File: src/rtl/key_conditioner_if.sv
// Board-side bundle for the key/switch conditioner: raw pins in, conditioned
// levels, pulses and the switch snapshot out.
interface key_conditioner_if #(
  parameter int NUM_KEYS = 4,
  parameter int SW_WIDTH = 10
);
  logic [NUM_KEYS-1:0] key_raw;
  logic [SW_WIDTH-1:0] sw_raw;
  logic [NUM_KEYS-1:0] key_pressed;
  logic [NUM_KEYS-1:0] key_press_pulse;
  logic [NUM_KEYS-1:0] key_release_pulse;
  logic [SW_WIDTH-1:0] sw_sync;
  logic [SW_WIDTH-1:0] sw_captured;
  logic                capture_valid;

  // Board / stimulus side drives the raw pins and consumes conditioned values
  modport master (
    output key_raw,
    output sw_raw,
    input  key_pressed,
    input  key_press_pulse,
    input  key_release_pulse,
    input  sw_sync,
    input  sw_captured,
    input  capture_valid
  );

  // Conditioner side
  modport slave (
    input  key_raw,
    input  sw_raw,
    output key_pressed,
    output key_press_pulse,
    output key_release_pulse,
    output sw_sync,
    output sw_captured,
    output capture_valid
  );
endinterface

File: src/rtl/key_conditioner.sv
// Key/switch front end: synchronises the active-low buttons, debounces each one
// with its own four-state FSM, emits one-cycle press/release pulses, and
// snapshots the synchronised switches when the capture key is accepted.
module key_conditioner #(
  parameter int NUM_KEYS        = 4,
  parameter int SW_WIDTH        = 10,
  parameter int DEBOUNCE_CYCLES = 1000000,
  parameter int CNT_WIDTH       = 20,
  parameter int CAPTURE_KEY     = 1
) (
  input logic              clock,
  input logic              reset,
  key_conditioner_if.slave bus
);

  typedef enum logic [1:0] {
    UP           = 2'd0,
    PRESS_WAIT   = 2'd1,
    DOWN         = 2'd2,
    RELEASE_WAIT = 2'd3
  } keyState_t;

  localparam logic [CNT_WIDTH-1:0] CNT_MAX = CNT_WIDTH'(DEBOUNCE_CYCLES - 1);
  localparam logic [CNT_WIDTH-1:0] CNT_ONE = CNT_WIDTH'(1);

  logic [NUM_KEYS-1:0]  keyMeta_q;
  logic [NUM_KEYS-1:0]  keySync_q;
  logic [SW_WIDTH-1:0]  swMeta_q;
  logic [SW_WIDTH-1:0]  swSync_q;

  keyState_t            state_q [NUM_KEYS];
  keyState_t            state_d [NUM_KEYS];
  logic [CNT_WIDTH-1:0] cnt_q   [NUM_KEYS];
  logic [CNT_WIDTH-1:0] cnt_d   [NUM_KEYS];

  logic [NUM_KEYS-1:0]  pressPulse_q;
  logic [NUM_KEYS-1:0]  pressPulse_d;
  logic [NUM_KEYS-1:0]  releasePulse_q;
  logic [NUM_KEYS-1:0]  releasePulse_d;
  logic [NUM_KEYS-1:0]  keyPressed;

  logic [SW_WIDTH-1:0]  swCaptured_q;
  logic                 captureValid_q;

  // Two-flop synchronisers; key stages preset to "released" so reset never looks like a press
  always_ff @(posedge clock or posedge reset) begin
    if (reset) begin
      keyMeta_q <= '1;
      keySync_q <= '1;
      swMeta_q  <= '0;
      swSync_q  <= '0;
    end else begin
      keyMeta_q <= bus.key_raw;
      keySync_q <= keyMeta_q;
      swMeta_q  <= bus.sw_raw;
      swSync_q  <= swMeta_q;
    end
  end

  // Debounce state, counters and the registered pulses that coincide with state changes
  always_ff @(posedge clock or posedge reset) begin
    if (reset) begin
      for (int i = 0; i < NUM_KEYS; i++) begin
        state_q[i] <= UP;
        cnt_q[i]   <= '0;
      end
      pressPulse_q   <= '0;
      releasePulse_q <= '0;
    end else begin
      for (int i = 0; i < NUM_KEYS; i++) begin
        state_q[i] <= state_d[i];
        cnt_q[i]   <= cnt_d[i];
      end
      pressPulse_q   <= pressPulse_d;
      releasePulse_q <= releasePulse_d;
    end
  end

  // Next-state logic: a level change must hold for DEBOUNCE_CYCLES samples; any bounce restarts
  always_comb begin
    for (int i = 0; i < NUM_KEYS; i++) begin
      state_d[i] = state_q[i];
      cnt_d[i]   = cnt_q[i];
      case (state_q[i])
        UP: begin
          cnt_d[i] = '0;
          if (!keySync_q[i]) state_d[i] = PRESS_WAIT;
        end
        PRESS_WAIT: begin
          if (keySync_q[i]) begin
            state_d[i] = UP;
            cnt_d[i]   = '0;
          end else if (cnt_q[i] == CNT_MAX) begin
            state_d[i] = DOWN;
            cnt_d[i]   = '0;
          end else begin
            cnt_d[i] = cnt_q[i] + CNT_ONE;
          end
        end
        DOWN: begin
          cnt_d[i] = '0;
          if (keySync_q[i]) state_d[i] = RELEASE_WAIT;
        end
        RELEASE_WAIT: begin
          if (!keySync_q[i]) begin
            state_d[i] = DOWN;
            cnt_d[i]   = '0;
          end else if (cnt_q[i] == CNT_MAX) begin
            state_d[i] = UP;
            cnt_d[i]   = '0;
          end else begin
            cnt_d[i] = cnt_q[i] + CNT_ONE;
          end
        end
        default: begin
          state_d[i] = UP;
          cnt_d[i]   = '0;
        end
      endcase
    end
  end

  // Output decode: debounced level from state, pulses armed on accepted transitions
  always_comb begin
    keyPressed     = '0;
    pressPulse_d   = '0;
    releasePulse_d = '0;
    for (int i = 0; i < NUM_KEYS; i++) begin
      keyPressed[i]     = (state_q[i] == DOWN) || (state_q[i] == RELEASE_WAIT);
      pressPulse_d[i]   = (state_q[i] == PRESS_WAIT)   && (state_d[i] == DOWN);
      releasePulse_d[i] = (state_q[i] == RELEASE_WAIT) && (state_d[i] == UP);
    end
  end

  // Switch snapshot taken on the same edge that raises the capture key's press pulse
  always_ff @(posedge clock or posedge reset) begin
    if (reset) begin
      swCaptured_q   <= '0;
      captureValid_q <= 1'b0;
    end else if (pressPulse_d[CAPTURE_KEY]) begin
      swCaptured_q   <= swSync_q;
      captureValid_q <= 1'b1;
    end
  end

  assign bus.key_pressed       = keyPressed;
  assign bus.key_press_pulse   = pressPulse_q;
  assign bus.key_release_pulse = releasePulse_q;
  assign bus.sw_sync           = swSync_q;
  assign bus.sw_captured       = swCaptured_q;
  assign bus.capture_valid     = captureValid_q;

endmodule

File: src/flat_wrapper.sv
// flat-port wrapper written by rule: the top's interface ports become plain ports
module key_conditioner_flat 
#(
  parameter int NUM_KEYS        = 4,
  parameter int SW_WIDTH        = 10,
  parameter int DEBOUNCE_CYCLES = 1000000,
  parameter int CNT_WIDTH       = 20,
  parameter int CAPTURE_KEY     = 1
)
  (clock, reset, bus_key_raw, bus_sw_raw, bus_key_pressed, bus_key_press_pulse, bus_key_release_pulse, bus_sw_sync, bus_sw_captured, bus_capture_valid);
  key_conditioner_if #(.NUM_KEYS(NUM_KEYS), .SW_WIDTH(SW_WIDTH)) bus_i ();
  input logic clock;
  input logic reset;
  input wire logic [$bits(bus_i.key_raw)-1:0] bus_key_raw;
  input wire logic [$bits(bus_i.sw_raw)-1:0] bus_sw_raw;
  output wire logic [$bits(bus_i.key_pressed)-1:0] bus_key_pressed;
  output wire logic [$bits(bus_i.key_press_pulse)-1:0] bus_key_press_pulse;
  output wire logic [$bits(bus_i.key_release_pulse)-1:0] bus_key_release_pulse;
  output wire logic [$bits(bus_i.sw_sync)-1:0] bus_sw_sync;
  output wire logic [$bits(bus_i.sw_captured)-1:0] bus_sw_captured;
  output wire logic [$bits(bus_i.capture_valid)-1:0] bus_capture_valid;
  assign bus_i.key_raw = bus_key_raw;
  assign bus_i.sw_raw = bus_sw_raw;
  assign bus_key_pressed = bus_i.key_pressed;
  assign bus_key_press_pulse = bus_i.key_press_pulse;
  assign bus_key_release_pulse = bus_i.key_release_pulse;
  assign bus_sw_sync = bus_i.sw_sync;
  assign bus_sw_captured = bus_i.sw_captured;
  assign bus_capture_valid = bus_i.capture_valid;
  key_conditioner #(.NUM_KEYS(NUM_KEYS), .SW_WIDTH(SW_WIDTH), .DEBOUNCE_CYCLES(DEBOUNCE_CYCLES), .CNT_WIDTH(CNT_WIDTH), .CAPTURE_KEY(CAPTURE_KEY)) u_core (.clock(clock), .reset(reset), .bus(bus_i));
endmodule
File: config.mk
export PLATFORM = sky130hd
export DESIGN_NAME = key_conditioner_flat
export DESIGN_NICKNAME = d
export VERILOG_FILES = /design/src/rtl/key_conditioner_if.sv /design/src/rtl/key_conditioner.sv /design/src/flat_wrapper.sv
export SDC_FILE = /design/constraint.sdc
export NUM_CORES = 1
export LEC_CHECK = 0
export BUFFER_PORTS_ARGS = -buffer_cell sky130_fd_sc_hd__buf_2
export CORE_ASPECT_RATIO = 2
export CORE_MARGIN = 3
export CORE_UTILIZATION = 40
export CTS_CLUSTER_SIZE = 30
export DETAILED_ROUTE_END_ITERATION = 12
export GPL_TIMING_DRIVEN = 0
export PLACE_DENSITY = 0.55
export SLEW_MARGIN = 20
export SYNTH_ARGS = -nofsm -noshare
export SYNTH_HDL_FRONTEND = slang
export SYNTH_SLANG_ARGS = --single-unit
File: constraint.sdc
create_clock -name clock -period 5.2 [get_ports clock]
set_input_delay 0.78 -clock clock [delete_from_list [all_inputs] [get_ports clock]]
set_output_delay 0.78 -clock clock [all_outputs]
set_load 0.05 [all_outputs]
Yosys cells after proc, flatten, opt, wreduce, memory -nomap -nowiden

Index checks and enable logic that the tools add are counted.

Multiply operators: 0
Div/mod/pow operators: 0
Shift operators: 0
Magnitude comparators: 0
Bitwise gates (word level): 0
$add $sub $neg: 4
Equality and inequality tests: 20
Reduce and logical (&&, ||, !) cells: 24
Mux-type cells: 44

Operators with widths:

| cell                  | count |
|---|---|
| $mux 20               | 12 |
| $pmux 20 s3           | 4 |
| $add 20x1->20 const B | 4 |
| $eq 20x20->1 const B  | 4 |
| $mux 2                | 24 |
| $pmux 2 s4            | 4 |
| $eq 2x2->1 const B    | 12 |
| $logic_not 2->1       | 8 |
| $eq 2x1->1 const B    | 4 |
| $logic_and 1x1->1     | 8 |
| $reduce_or 2->1       | 4 |
| $logic_or 1x1->1      | 4 |

Bits of input ports: 16
ROM bits: 0
Memories: 0
Output and inout bits: 33
Bits in registers: 135
Bits in writable memories: 0
Bits in latches: 0

Longest topological paths before layout

Gate-level depths: netlist of run 1.

Word-level depth: 6
Gate-level depth with buffers: 6

Least setup slack after synthesis of run 1

OpenSTA, ideal clock, no wires.

Kind: register to register
Start: reg u_core.cnt_q[20] (netlist bit)
End: reg u_core.cnt_q[38] (netlist bit)
Path buffers: 1
Period minus slack after synthesis: 2.002 ns
Slack: 3.198 ns
Cell stages (with the launch flop): 7
Arrival time: 1.927 ns
Cell sequence: dfrtp_1 ha_1 nand2_4 or4_1 buf_2 or4_4 a21oi_2

RTL lines:

| element                         | RTL line              | text |
|---|---|---|
| start, declared                 | key_conditioner.sv:33 | `logic [CNT_WIDTH-1:0] cnt_q [NUM_KEYS];` |
| start signal, assigned by index | key_conditioner.sv:72 | `cnt_q[i] <= cnt_d[i];` |

Worst setup path in the final report of run 1

Start: reg u_core.cnt_q[40] (netlist bit)
End: reg u_core.swCaptured_q[7] (netlist: u_core.bus.sw_captured[7])

Cells in the longest elaborated chain, start to end: 6
Elaborated cells between the ends (all ways): 8
Classes of those cells: eq/ne: 2; mux: 5; reduce/logical: 1

RTL lines:

| element                          | RTL line                                      | text |
|---|---|---|
| $eq 20x20->1 *                   | key_conditioner.sv:93, key_conditioner.sv:108 |  |
| $mux 2, on equally long branches | key_conditioner.sv:108, key_conditioner.sv:93 |  |
| $mux 2, on equally long branches | key_conditioner.sv:105, key_conditioner.sv:90 |  |
| $pmux 2 s4 *                     | key_conditioner.sv:84                         | `case (state_q[i])` |
| $eq 2x2->1 *                     | key_conditioner.sv:130                        | `pressPulse_d[i] = (state_q[i] == PRESS_WAIT) && (state_d[i] == DOWN);` |
| $logic_and 1x1->1 *              | key_conditioner.sv:130                        |  |
| end signal, assigned             | key_conditioner.sv:141                        | `swCaptured_q <= swSync_q;` |
| end, declared                    | key_conditioner.sv:42                         | `logic [SW_WIDTH-1:0] swCaptured_q;` |

Every way passes the cells marked *; elsewhere a longest branch is shown, timed or not.
A chain may end at the register's enable or synchronous reset.

==> results of run 1 <==
-- final timing paths --
path | from | to | slack (ps) | cells after the start
worst max-delay path | u_core.cnt_q[40] | u_core.bus.sw_captured[7] | 2730 | 6
worst min register to register | u_core.swMeta_q[5] | u_core.bus.sw_sync[5] | 350 | 0
min in group clock | u_core.swMeta_q[5] | u_core.bus.sw_sync[5] | 350 | 0
worst min-delay path | reset | u_core.cnt_q[74] | 340 | 2
max in group asynchronous | reset | u_core.bus.sw_sync[9] | 4100 | 3
worst max register to register | u_core.cnt_q[40] | u_core.bus.sw_captured[7] | 2730 | 6
-- Yosys cell counts (3+ instances only) --
cell | instances | area (sq um)
sky130_fd_sc_hd__a21o_1 | 3 | 22.5
sky130_fd_sc_hd__a21oi_1 | 26 | 130
sky130_fd_sc_hd__and3_1 | 6 | 37.5
sky130_fd_sc_hd__and4_1 | 5 | 43.8
sky130_fd_sc_hd__buf_2 | 4 | 20.0
sky130_fd_sc_hd__clkbuf_1 | 15 | 56.3
sky130_fd_sc_hd__dfrtp_1 | 127 | 3180
sky130_fd_sc_hd__dfstp_2 | 8 | 210
sky130_fd_sc_hd__ha_1 | 4 | 50.1
sky130_fd_sc_hd__inv_1 | 24 | 90.1
sky130_fd_sc_hd__mux2_2 | 10 | 113
sky130_fd_sc_hd__mux2i_1 | 4 | 40.0
sky130_fd_sc_hd__nand2_1 | 32 | 120
sky130_fd_sc_hd__nand3_1 | 28 | 140
sky130_fd_sc_hd__nand4_1 | 9 | 56.3
sky130_fd_sc_hd__nor2_1 | 64 | 240
sky130_fd_sc_hd__nor2b_1 | 3 | 18.8
sky130_fd_sc_hd__nor3_1 | 14 | 70.1
sky130_fd_sc_hd__nor3b_1 | 4 | 30.0
sky130_fd_sc_hd__nor4_1 | 12 | 75.1
sky130_fd_sc_hd__o21ai_0 | 16 | 80.1
sky130_fd_sc_hd__o31ai_1 | 11 | 82.6
sky130_fd_sc_hd__or3_1 | 20 | 125
sky130_fd_sc_hd__or4_1 | 15 | 113
sky130_fd_sc_hd__or4_4 | 3 | 33.8
sky130_fd_sc_hd__xnor2_1 | 40 | 350
sky130_fd_sc_hd__xor2_1 | 9 | 78.8
-- power groups by stage --
stage	combinational (mW)	sequential [mW]	clock, mW
2_1_floorplan	0.0320	1.11	0
3_3_place_gp	0.0675	1.10	0
3_5_place_dp	0.0717	1.10	0
4_1_cts	0.0719	1.08	1.15
5_1_grt	0.0777	1.08	1.20
6_report	0.0688	1.08	1.12
-- per-layer routing --
| metal | GRT usage | vias up |
|---|---|---|
| li1 | - | 2000 |
| met1 | 0.164 | 1983 |
| met2 | 0.269 | 58 |
| met3 | 0.0364 | 8 |
| met4 | 0.0655 | 0 |
| met5 | 0 | - |
-- state kept, by name, summed over array words and instances, names as in the netlist --
| register | flops |
|---|---|
| u_core.swMeta_q | 10 |
| u_core.bus.key_press_pulse | 4 |
| u_core.bus.sw_sync | 10 |
| u_core.keyMeta_q | 4 |
| u_core.state_q | 8 |
| u_core.keySync_q | 4 |
| u_core.bus.capture_valid | 1 |
| u_core.cnt_q | 80 |
| u_core.bus.sw_captured | 10 |
| u_core.bus.key_release_pulse | 4 |
-- cells by family after synthesis --
group,after synthesis,share of synthesized area
muxes,14,0.0264
and+or+nand+nor,232,0.217
buffers and inverters,43,0.0288
adders and majority gates,4,0.00867
AOI/OAI and AO/OA,58,0.0577
xor gates and xnor gates,49,0.0743
DFF,135,0.587
-- per-stage QoR --
| stage | TNS (ps) | setup WS [ps] | hold WS [ps] | power (mW) |
|---|---|---|---|---|
| floorplan | 0 | 822 | 331 | 1.14 |
| finish | 0 | 2730 | 339 | 2.27 |
| global route | 0 | 2490 | 350 | 2.36 |
| detailed placement | 0 | 2670 | 338 | 1.17 |
| global placement | -85410 | -691 | 333 | 1.16 |
| CTS | 0 | 2670 | 341 | 2.30 |
-- worst max-delay path: cells and delay by family, from the launching register on --
kind,cells,cell delay (ps)
AND/OR/NAND/NOR,3,950
flip-flops,1,400
buffers and inverters,1,400
multiplexers,1,380
adder cells (fa/ha/maj),1,230
-- layout make-up --
cell class	instances	area (sq um)	share of cell area
tap	189	236	0.0346
clock buffer	25	485	0.0710
timing repair buffer	49	268	0.0392
clock inverter	7	68.8	0.0101
buffer	19	76.3	0.0112
inverter	24	97.6	0.0143
sequential	135	3390	0.495
multi-input combinational	357	2220	0.324
==> results by stage, run 1 <==
Global routing:
- The global-route wire length before repair is 19.3 mm.
- Across every metal layer, demand over resource in global routing totals 0.149.
- The total overflow left after global routing is 0.
- The via count of the first global-routing pass came to 4157.
- The largest net degree at the start of global routing is 99.
- The initial antenna violation count is 0.

Timing:
- The hold violation count in the final report was 0.
- Setup repair after global routing left no endpoint under its margin.
- The fmax is 0.405 GHz.
- At the pin with the least slew margin, the transition time is 736 ps.
- The number of slew-limit violations in the final report is 0.
- The post-route clock skew is 12.5 ps.
- Dividing the final minimum period by the clock period gives 0.475.
- The minimum clock period after layout is 2470 ps.
- The normalized max-slew margin is 0.509.
- Setup violations remaining at the end of the flow were counted as 0.

Routing:
- After detailed routing, the average wire length per cell comes to 13.9 um.
- The final antenna-violating net count is 0.
- The routed length on met2 is 6.24 mm.
- The via-per-instance ratio is 5.03.
- The total wire length is 11.2 mm.
- For this block, wires on met1 add up to 4.49 mm.
- The routed layout has 4049 vias.
- The highest routed metal layer is met4.
- The remaining routing DRC violations is 0.
- In the detailed route, the total length drawn on met3 is 324 um.
- The first detailed-routing pass ran for 4 iterations.
- The detailed router's first-iteration violation count is 191.

Logic synthesis:
- The share of synthesized registers carrying an async set or reset is 1.00.
- After synthesis, the netlist uses 43 different library cells.
- The number of enable flip-flop cells after synthesis is 0.
- The synthesized area per cell is 10.8 sq um.
- The post-synthesis sequential area ratio is 0.587.
- The number of nets in the synthesized netlist is 555.
- The register bit total from synthesis is 135.
- The combined area of all synthesized cells is 5770 sq um.
- The number of warnings printed during yosys synthesis is 0.
- Among all flip-flop cells after synthesis, the most frequent one is sky130_fd_sc_hd__dfrtp_1.
- The synthesized instance count is 535.

Clocking:
- The clock-pin slew reported for the worst setup and hold paths after clock tree synthesis is 60 ps.
- Clock tree synthesis found a total of 135 sinks.
- Counting along the longest clock path gives a buffer depth of 2.
- Buffers inserted during clock tree synthesis total 17.
- Clock latency on the worst-skew pair, taken at its later pin, is 410 ps.
- Buffers added to address setup during post-CTS repair amount to 0.
- The maximum level of the CTS H-tree is 4.
- TritonCTS built the clock tree.
- The number of buffers inserted for hold repair after clock tree synthesis is 0.
- The count of cells resized by post-cts repair is 0.
- The clock root buffer is sky130_fd_sc_hd__clkbuf_16.

Setup path:
- The largest single stage delay on the critical path is 500 ps.
- Data arrives at the worst endpoint at 2750 ps.
- The type of element capturing the critical path is a register.
- The signal on the critical path passes through ha_1 > nand2_1 > nor4_2 > nand4_1 > clkbuf_1 > mux2_2.
- The largest individual stage delay along the critical path comes from the cell sky130_fd_sc_hd__nor4_2.
- The launching element type of the critical path is a register.
- Along the worst path, the maximum fanout reaches 10.
- The required time at the worst-slack endpoint is 5480 ps.
- The type of the setup path with the least slack is register to register.

Final layout:
- With fillers left out, the area of the finished cells amounts to 6840 sq um.
- After the last flow step, the layout net total stands at 623.
- The number of antenna diodes in the final layout is 0.
- The most frequent standard cell in the layout excluding fill and tap cells is sky130_fd_sc_hd__dfrtp_1.
- The post-layout instance count excluding filler cells is 805.
- The layout has 1370 filler cells.
- Of the cells placed in the final design, the portion with a size suffix greater than 1 is 0.180.
- The top cell types in the final layout, fill and taps aside, are sky130_fd_sc_hd__dfrtp_1 (127), sky130_fd_sc_hd__nor2_1 (64), sky130_fd_sc_hd__buf_2 (52).
- The area added between synthesis and finish is 18.5%.
- The end-of-flow core utilization is 0.487.

Place:
- The detailed placer's ending HPWL is 7.89 mm.
- The final weighted congestion in routability-driven placement is 0.780.
- The number of I/O port buffers is 48.
- The placed cell count is 773.
- The total cell area at the placement stage is 6280 sq um.

Power:
- The maximum resistive drop on vdd is 0.219 mV.
- The share of total power dissipated in the clock network is 0.493.
- The internal portion of the total power is 1.78 mW.
- Of the total power, the share spent switching nets is 0.214.
- Of the total power, combinational logic draws 0.030.
- The analysis attributes to cell leakage a power of 2.84 nW.
- In this run the power spent charging and discharging nets is 0.484 mW.
- The areal power density over the cells is 331 nW/um^2.
- The share of total power dissipated in sequential elements is 0.476.

Min path:
- The worst min-delay path category is input port to async pin.

Floorplan:
- The core area is 14000 sq um.
- The floorplan row count is 61.
- The die is 176 um tall.
- The initial core utilization is 0.411.
- The top-level port count is 49.
- The floorplan step defined a die boundary enclosing 16000 sq um.
- The die extent in x is 91.0 um.

Run status:
- The flow ran to the end, and the final reports show no timing, DRC or antenna violations.

Flow run:
- Max-cap violations in this run came to 0.
Power figures use the tool's default switching activity.
==> run 2: changes to the inputs <==
--- a/config.mk
+++ b/config.mk
@@ -12,7 +12,7 @@
 export CTS_CLUSTER_SIZE = 30
 export DETAILED_ROUTE_END_ITERATION = 12
 export GPL_TIMING_DRIVEN = 0
-export PLACE_DENSITY = 0.55
+export PLACE_DENSITY = 0.57
 export SLEW_MARGIN = 20
 export SYNTH_ARGS = -nofsm -noshare
 export SYNTH_HDL_FRONTEND = slang
==> constraint.sdc (replaced) <==
create_clock -name clock -period 2.1 [get_ports clock]
set_input_delay 0.315 -clock clock [delete_from_list [all_inputs] [get_ports clock]]
set_output_delay 0.315 -clock clock [all_outputs]
set_load 0.05 [all_outputs]
==> run 2 against run 1 <==
Setup slack got worse by 2700 ps; first-iteration DRC count shrank 9.9%; sequential power increased by 150%; fmax increased by 21%; design area grew 5.8%; non-clock buffer count up 19; clock-buffer cell count is 4 lower; core utilization up 2.8 points; critical path type unchanged; largest power group unchanged.
==> results by stage, run 2 (same netlist as run 1, synthesis figures left out) <==
Timing:
- The post-route clock skew is 8.26 ps.
- The final setup slack of the worst path is 52.3 ps.
- The number of slew-limit violations in the final report is 0.
- The worst path in the final design needs a cycle of 2050 ps, including I/O delays and setup.
- The hold violation count in the final report is 0.
- In the finished design, the share of the clock period the worst path needs comes to 0.975.
- Timing would allow up to 0.488 GHz.
- The normalized max-slew margin is 0.678.
- Setup violations remaining at the end of the flow were counted as 0.
- The setup total negative slack is 0 ps.
- At the pin with the least slew margin, the transition time is 482 ps.
- On the final layout, the worst hold slack is 23.2 ps.

Setup path:
- The dominant cell type by count on the critical path is sky130_fd_sc_hd__or4_4.
- The cell type of the slowest stage on the worst timing path is sky130_fd_sc_hd__or4_4.
- Along the worst path, the maximum fanout reaches 7.
- The launching element type of the critical path is a register.
- Traced cell by cell, the critical path runs through ha_4 > nand2_4 > or4_4 > buf_6 > or4_4 > a21oi_2.
- The arrival time of the worst setup path is 2390 ps.
- On the worst path, the slowest cell contributes a delay of 540 ps.
- The type of the setup path with the least slack is register to register.
- STA puts the critical path data required time at 2440 ps.
- The type of element capturing the critical path is a register.

Flow run:
- The number of max-cap violations is 0.

Global routing:
- For this run the aggregate overflow at the end of global routing stands at 0.
- The largest net degree at the start of global routing is 32.
- The global-route wire length before repair is 20.2 mm.
- The initial antenna violation count is 0.
- For this run, the total global-route usage over all layers was measured as 0.157.
- The via count of the first global-routing pass is 4285.

Clocking:
- The total clock buffers created by CTS is 17.
- The CTS tree is built.
- The clock-pin slew reported for the worst setup and hold paths after clock tree synthesis is 60 ps.
- The maximum root-to-sink buffer count is 2.
- CTS saw 135 sinks.
- At the later pin of the worst-skew pair, clock insertion delay measures 410 ps.
- Clock tree synthesis selected as its root buffer the cell sky130_fd_sc_hd__clkbuf_16.
- The maximum level of the CTS H-tree is 4.

Final layout:
- Ranked by flip-flop count, first place goes to u_core.cnt_q.
- The area added between synthesis and finish is 25.4%.
- The finished cells cover 7240 sq um.
- Of the cells placed in the final design, the portion with a size suffix greater than 1 is 0.220.
- The most frequent standard cell in the layout excluding fill and tap cells is sky130_fd_sc_hd__dfrtp_1.
- The net count of the finished layout is 642.
- In the layout the commonest cells are sky130_fd_sc_hd__dfrtp_1 (127), sky130_fd_sc_hd__nor2_1 (64), sky130_fd_sc_hd__buf_2 (51).
- The antenna diode count is 0.
- The register with the most flip-flops in the layout has 80 of them.

Routing:
- The count of nets left with antenna violations once routing finished came out at 0.
- For this run, design rule violations remaining after detail routing come to 0.
- The total wire length is 11.7 mm.
- After detailed routing, the number of vias per cell comes to 5.09.
- The total vias in the final route is 4195.
- The detailed router's first-iteration violation count is 172.
- The detailed-router iteration count before antenna repair is 4.
- The average wire per standard cell is 14.2 um.

Floorplan:
- The floorplan row count is 61.
- The top-level port count is 49.
- The y dimension of the die is 176 um.
- The initial utilization of the core area, before any placement, comes to 0.411.
- The area of the die is 16000 sq um.
- Measured along the x axis, the die boundary spans 91.0 um.
- The total area inside the core boundary comes to 14000 sq um.

Min path:
- The worst hold path belongs to the class input port to register.

Place:
- The number of I/O port buffers is 48.
- Routability-driven placement finished with a final weighted congestion of 0.819.
- The pre-CTS worst setup slack is -326 ps.
- The detailed placer's ending HPWL is 8.27 mm.
- The total cell area at the placement stage is 6370 sq um.

Power:
- The maximum resistive drop on vdd is 0.586 mV.
- The analysis attributes to cell leakage a power of 3.01 nW.
- The areal power density over the cells is 825 nW/um^2.

Run status:
- The run finished with clean final reports.
==> run 2: final timing paths <==
check	start	to	slack [ps]	cells after the start
worst max-delay path	u_core.cnt_q[21]	u_core.cnt_q[38]	50	6
worst min-delay path	bus_sw_raw[5]	u_core.swMeta_q[5]	20	1
worst max register to register	u_core.cnt_q[21]	u_core.cnt_q[38]	50	6
worst min register to register	u_core.swMeta_q[8]	u_core.bus.sw_sync[8]	350	0
max in group asynchronous	reset	u_core.bus.sw_captured[6]	790	6
min in group asynchronous	reset	u_core.cnt_q[0]	450	3
==> run 2: cell type report <==
cell class                 instances  area (sq um)
sequential                       135          3390
inverter                          24          93.8
fill                            1283          6810
timing repair buffer              69           508
clock inverter                    11           145
multi-input combinational        357          2290
tap                              189           236
clock buffer                      21           480
buffer                            18          91.3
==> run 2: report_power, final <==
group	internal [mW]	switching (mW)	leakage, nW	total [mW]
registers	2.65	0.0262	1.80	2.67
logic	0.0748	0.137	0.909	0.212
clock network	1.99	1.09	0.301	3.09
==> run 2: timing repair <==
item	in CTS	in global routing
setup endpoints to repair	27	54
pin swaps	2	3
hold endpoints to repair	22	0
setup buffers	1	2
hold buffers	13	0
gates resized for setup	7	21
==> run 2: routing by layer <==
layer  wire [um]  share of wire  track usage  up-vias
met2        6370           0.54        0.276       90
met1        4720           0.40        0.182     2048
met5           0              0            0        -
li1            -              -            -     2040
met3         423          0.036       0.0356       17
met4         212          0.018       0.0649        0
==> run 2: critical path, delay by kind of cell (launching register included) <==
| family | cells | cell delay [ps] |
|---|---|---|
| flops | 1 | 420 |
| buf+inv | 1 | 150 |
| fa+ha+maj | 1 | 190 |
| compound gates | 1 | 140 |
| simple gates | 3 | 1090 |
==> run 2: metrics by stage <==
step | instances | utilization | power, mW
6_report | 824 | 0.515 | 5.97
3_3_place_gp | 772 | 0.445 | 2.88
5_1_grt | 824 | 0.515 | 6.21
3_5_place_dp | 777 | 0.453 | 2.91
2_1_floorplan | 535 | - | 2.83
4_1_cts | 823 | 0.509 | 6.06
==> run 3: changes to the inputs <==
--- a/config.mk
+++ b/config.mk
@@ -12,6 +12,7 @@
 export CTS_CLUSTER_SIZE = 30
 export DETAILED_ROUTE_END_ITERATION = 12
 export GPL_TIMING_DRIVEN = 0
+export MAX_ROUTING_LAYER = met4
 export PLACE_DENSITY = 0.57
 export SLEW_MARGIN = 20
 export SYNTH_ARGS = -nofsm -noshare
==> run 3 against run 2 <==
Die area stayed put; design area stayed put; wire length is 0.22% higher; non-clock buffer count stayed put; power hardly changed; global-route usage is 0.46 points higher; clock skew is 2.0 ps higher; via count hardly changed; sequential share of layout area stayed put; first-iteration DRC count is 13% lower; critical endpoint unchanged; largest cell class unchanged.
==> results by stage, run 3 (same netlist as run 1, synthesis figures left out) <==
Global routing:
- In the global route stage, overall resource usage came out at 0.161.
- The initial antenna violation count is 0.
- The first global-routing pass estimated 20.2 mm of wire.
- The via count of the first global-routing pass is 4278.
- The total grt overflow is 0.
- Entering global routing, the biggest net connects 32 pins.

Clocking:
- The latest clock arrival within the worst-skew pair is 410 ps.
- In this run the clock root is driven by a sky130_fd_sc_hd__clkbuf_16.
- The clock-pin slew reported for the worst setup and hold paths after clock tree synthesis is 60 ps.
- TritonCTS built the clock tree.
- The H-tree was split into 4 levels.
- The TritonCTS sink count is 135.
- The total clock buffers created by CTS is 17.
- The maximum root-to-sink buffer count is 2.

Timing:
- The post-route clock skew is 10.3 ps.
- The clock period could shrink to 2050 ps.
- Setup violations remaining at the end of the flow were counted as 0.
- Of the available clock period, the critical path in the final layout requires 0.974.
- For the pin with the worst max-slew slack, the measured transition is 482 ps.
- In this run the tightest slew margin relative to its limit is 0.679.
- The fmax is 0.489 GHz.
- The hold violation count in the final report is 0.
- The number of slew-limit violations in the final report was 0.

Routing:
- The detailed router finished its first iteration with 150 violations.
- The first detailed-routing pass took 4 iterations.
- The total vias in the final route is 4191.
- The average wire per standard cell is 14.3 um.
- The remaining routing DRC violations is 0.
- After detailed routing, the number of vias per cell comes to 5.09.
- The final antenna-violating net count is 0.
- Summed over all layers, the routed wires come to 11.7 mm.

Setup path:
- The depth of the worst register-to-register path is 6.
- The worst register-to-register path begins at u_core.cnt_q[21].
- Across all register-to-register paths, the minimum setup slack is 50 ps.
- The most numerous cell type found on the critical path is sky130_fd_sc_hd__or4_4.
- The endpoint identified for the worst register-to-register timing path is u_core.cnt_q[38].
- The critical-path maximum fanout is 7.
- The arrival time of the worst setup path is 2390 ps.
- The worst setup path is captured at a register.
- The critical path is of the register to register type.
- The largest individual stage delay along the critical path comes from the cell sky130_fd_sc_hd__or4_4.
- The required time at the worst-slack endpoint is 2440 ps.
- Walking the worst path, the cells encountered are ha_4 > nand2_4 > or4_4 > buf_6 > or4_4 > a21oi_2.
- The critical path's largest stage delay is 540 ps.
- The launching element type of the critical path is a register.

Floorplan:
- Row generation in the floorplan step produced 61 rows.
- Pin placement for this block handled 49 I/O pins.
- The initial core utilization is 0.411.
- The core area is 14000 sq um.
- The die is 91.0 um wide.
- The y dimension of the die is 176 um.
- The die covers 16000 sq um.

Power:
- For this design the static power due to leakage is 3.01 nW.
- In this run the power density over the cells is 826 nW/um^2.
- The worst-case IR drop observed on VDD is 0.585 mV.

Final layout:
- In the layout the commonest cells are sky130_fd_sc_hd__dfrtp_1 (127), sky130_fd_sc_hd__nor2_1 (64), sky130_fd_sc_hd__buf_2 (51).
- The area added between synthesis and finish is 25.4%.
- Leaving out filler cells and counting taps, the final layout contains 824.
- The number of flip-flops under the largest register name is 80.
- The antenna diode count is 0.
- The largest register by flop count is u_core.cnt_q.
- The net count of the finished layout is 642.
- The library cell used most frequently in the layout, excluding fill and tap cells, is sky130_fd_sc_hd__dfrtp_1.
- The post-layout instance area is 7240 sq um.
- In the final layout, the share of cells above drive strength 1 is 0.220.

Flow run:
- Across the run, the number of max-cap violations was 0.

Place:
- Detailed placement finished with a half-perimeter wire length of 8.27 mm.
- The total cell area at the placement stage is 6370 sq um.
- Once placement completed, the tool counted placed cells totaling 777.
- The number of I/O port buffers is 48.
- At the end of routability-driven placement, the weighted congestion stood at 0.833.

Min path:
- The worst hold path belongs to the class input port to register.
- Counting instances, the worst hold path has a depth of 1.
- The beginning of the worst hold path is bus_sw_raw[2].
- The path with the worst hold slack has its endpoint at u_core.swMeta_q[2].

Run status:
- The run finished with clean final reports.
run 3: cell counts in the layout (fill, tap and decap cells not counted):
Identical to the previous run, type by type.
run 3: area by class of cell:
type	instances	area, sq um
fill	1283	6810
sequential	135	3390
multi-input combinational	357	2290
timing repair buffer	69	508
clock buffer	21	480
tap	189	236
clock inverter	11	145
inverter	24	93.8
buffer	18	91.3
run 3: per-layer routing:
layer	global-route usage	wire length, um	vias to the layer above
met5	-	0	-
met4	0.0649	207	0
met3	0.0360	319	18
met2	0.275	6380	82
met1	0.183	4830	2050
li1	-	-	2041
run 3: worst max path at each step:
stage,start,to,slack (ps)
after detailed placement,u_core.cnt_q[40],u_core.bus.sw_captured[7],-330
after global routing,u_core.cnt_q[41],u_core.bus.sw_captured[1],-30
after CTS,u_core.cnt_q[20],u_core.cnt_q[38],20
after global placement,reset,u_core.cnt_q[56],-730
after floorplan,u_core.cnt_q[20],u_core.cnt_q[38],100
final,u_core.cnt_q[21],u_core.cnt_q[38],50
run 3: power by group:
part           switching, mW  internal, mW
Clock                   1.10          1.99
Sequential            0.0259          2.65
Combinational          0.137        0.0748
Total                   1.26          4.71
run 3: repair_timing:
item,CTS,global route
resized for setup,7,21
pin swaps,2,3
endpoints found under the hold margin,22,0
setup endpoints to repair,27,53
hold buffers,13,0
buffers inserted,1,2
run 3: critical path, delay by kind of cell (launching register included):
kind / cells / cell delay, ps
AND/OR/NAND/NOR: 3 / 1090
AO/OA/AOI/OAI: 1 / 140
adder cells (fa/ha/maj): 1 / 190
flip-flops: 1 / 420
buffers and inverters: 1 / 150
run 3: through the flow:
stage	total power, mW	util	setup slack [ps]	hold slack (ps)	setup TNS [ps]
2_1_floorplan	2.83	-	98.5	319	0
3_3_place_gp	2.88	0.445	-725	332	-94930
3_5_place_dp	2.91	0.453	-326	315	-3080
4_1_cts	6.06	0.509	19.9	7.30	0
5_1_grt	6.21	0.515	-25.0	9.07	-150
6_report	5.98	0.515	53.6	21.5	0
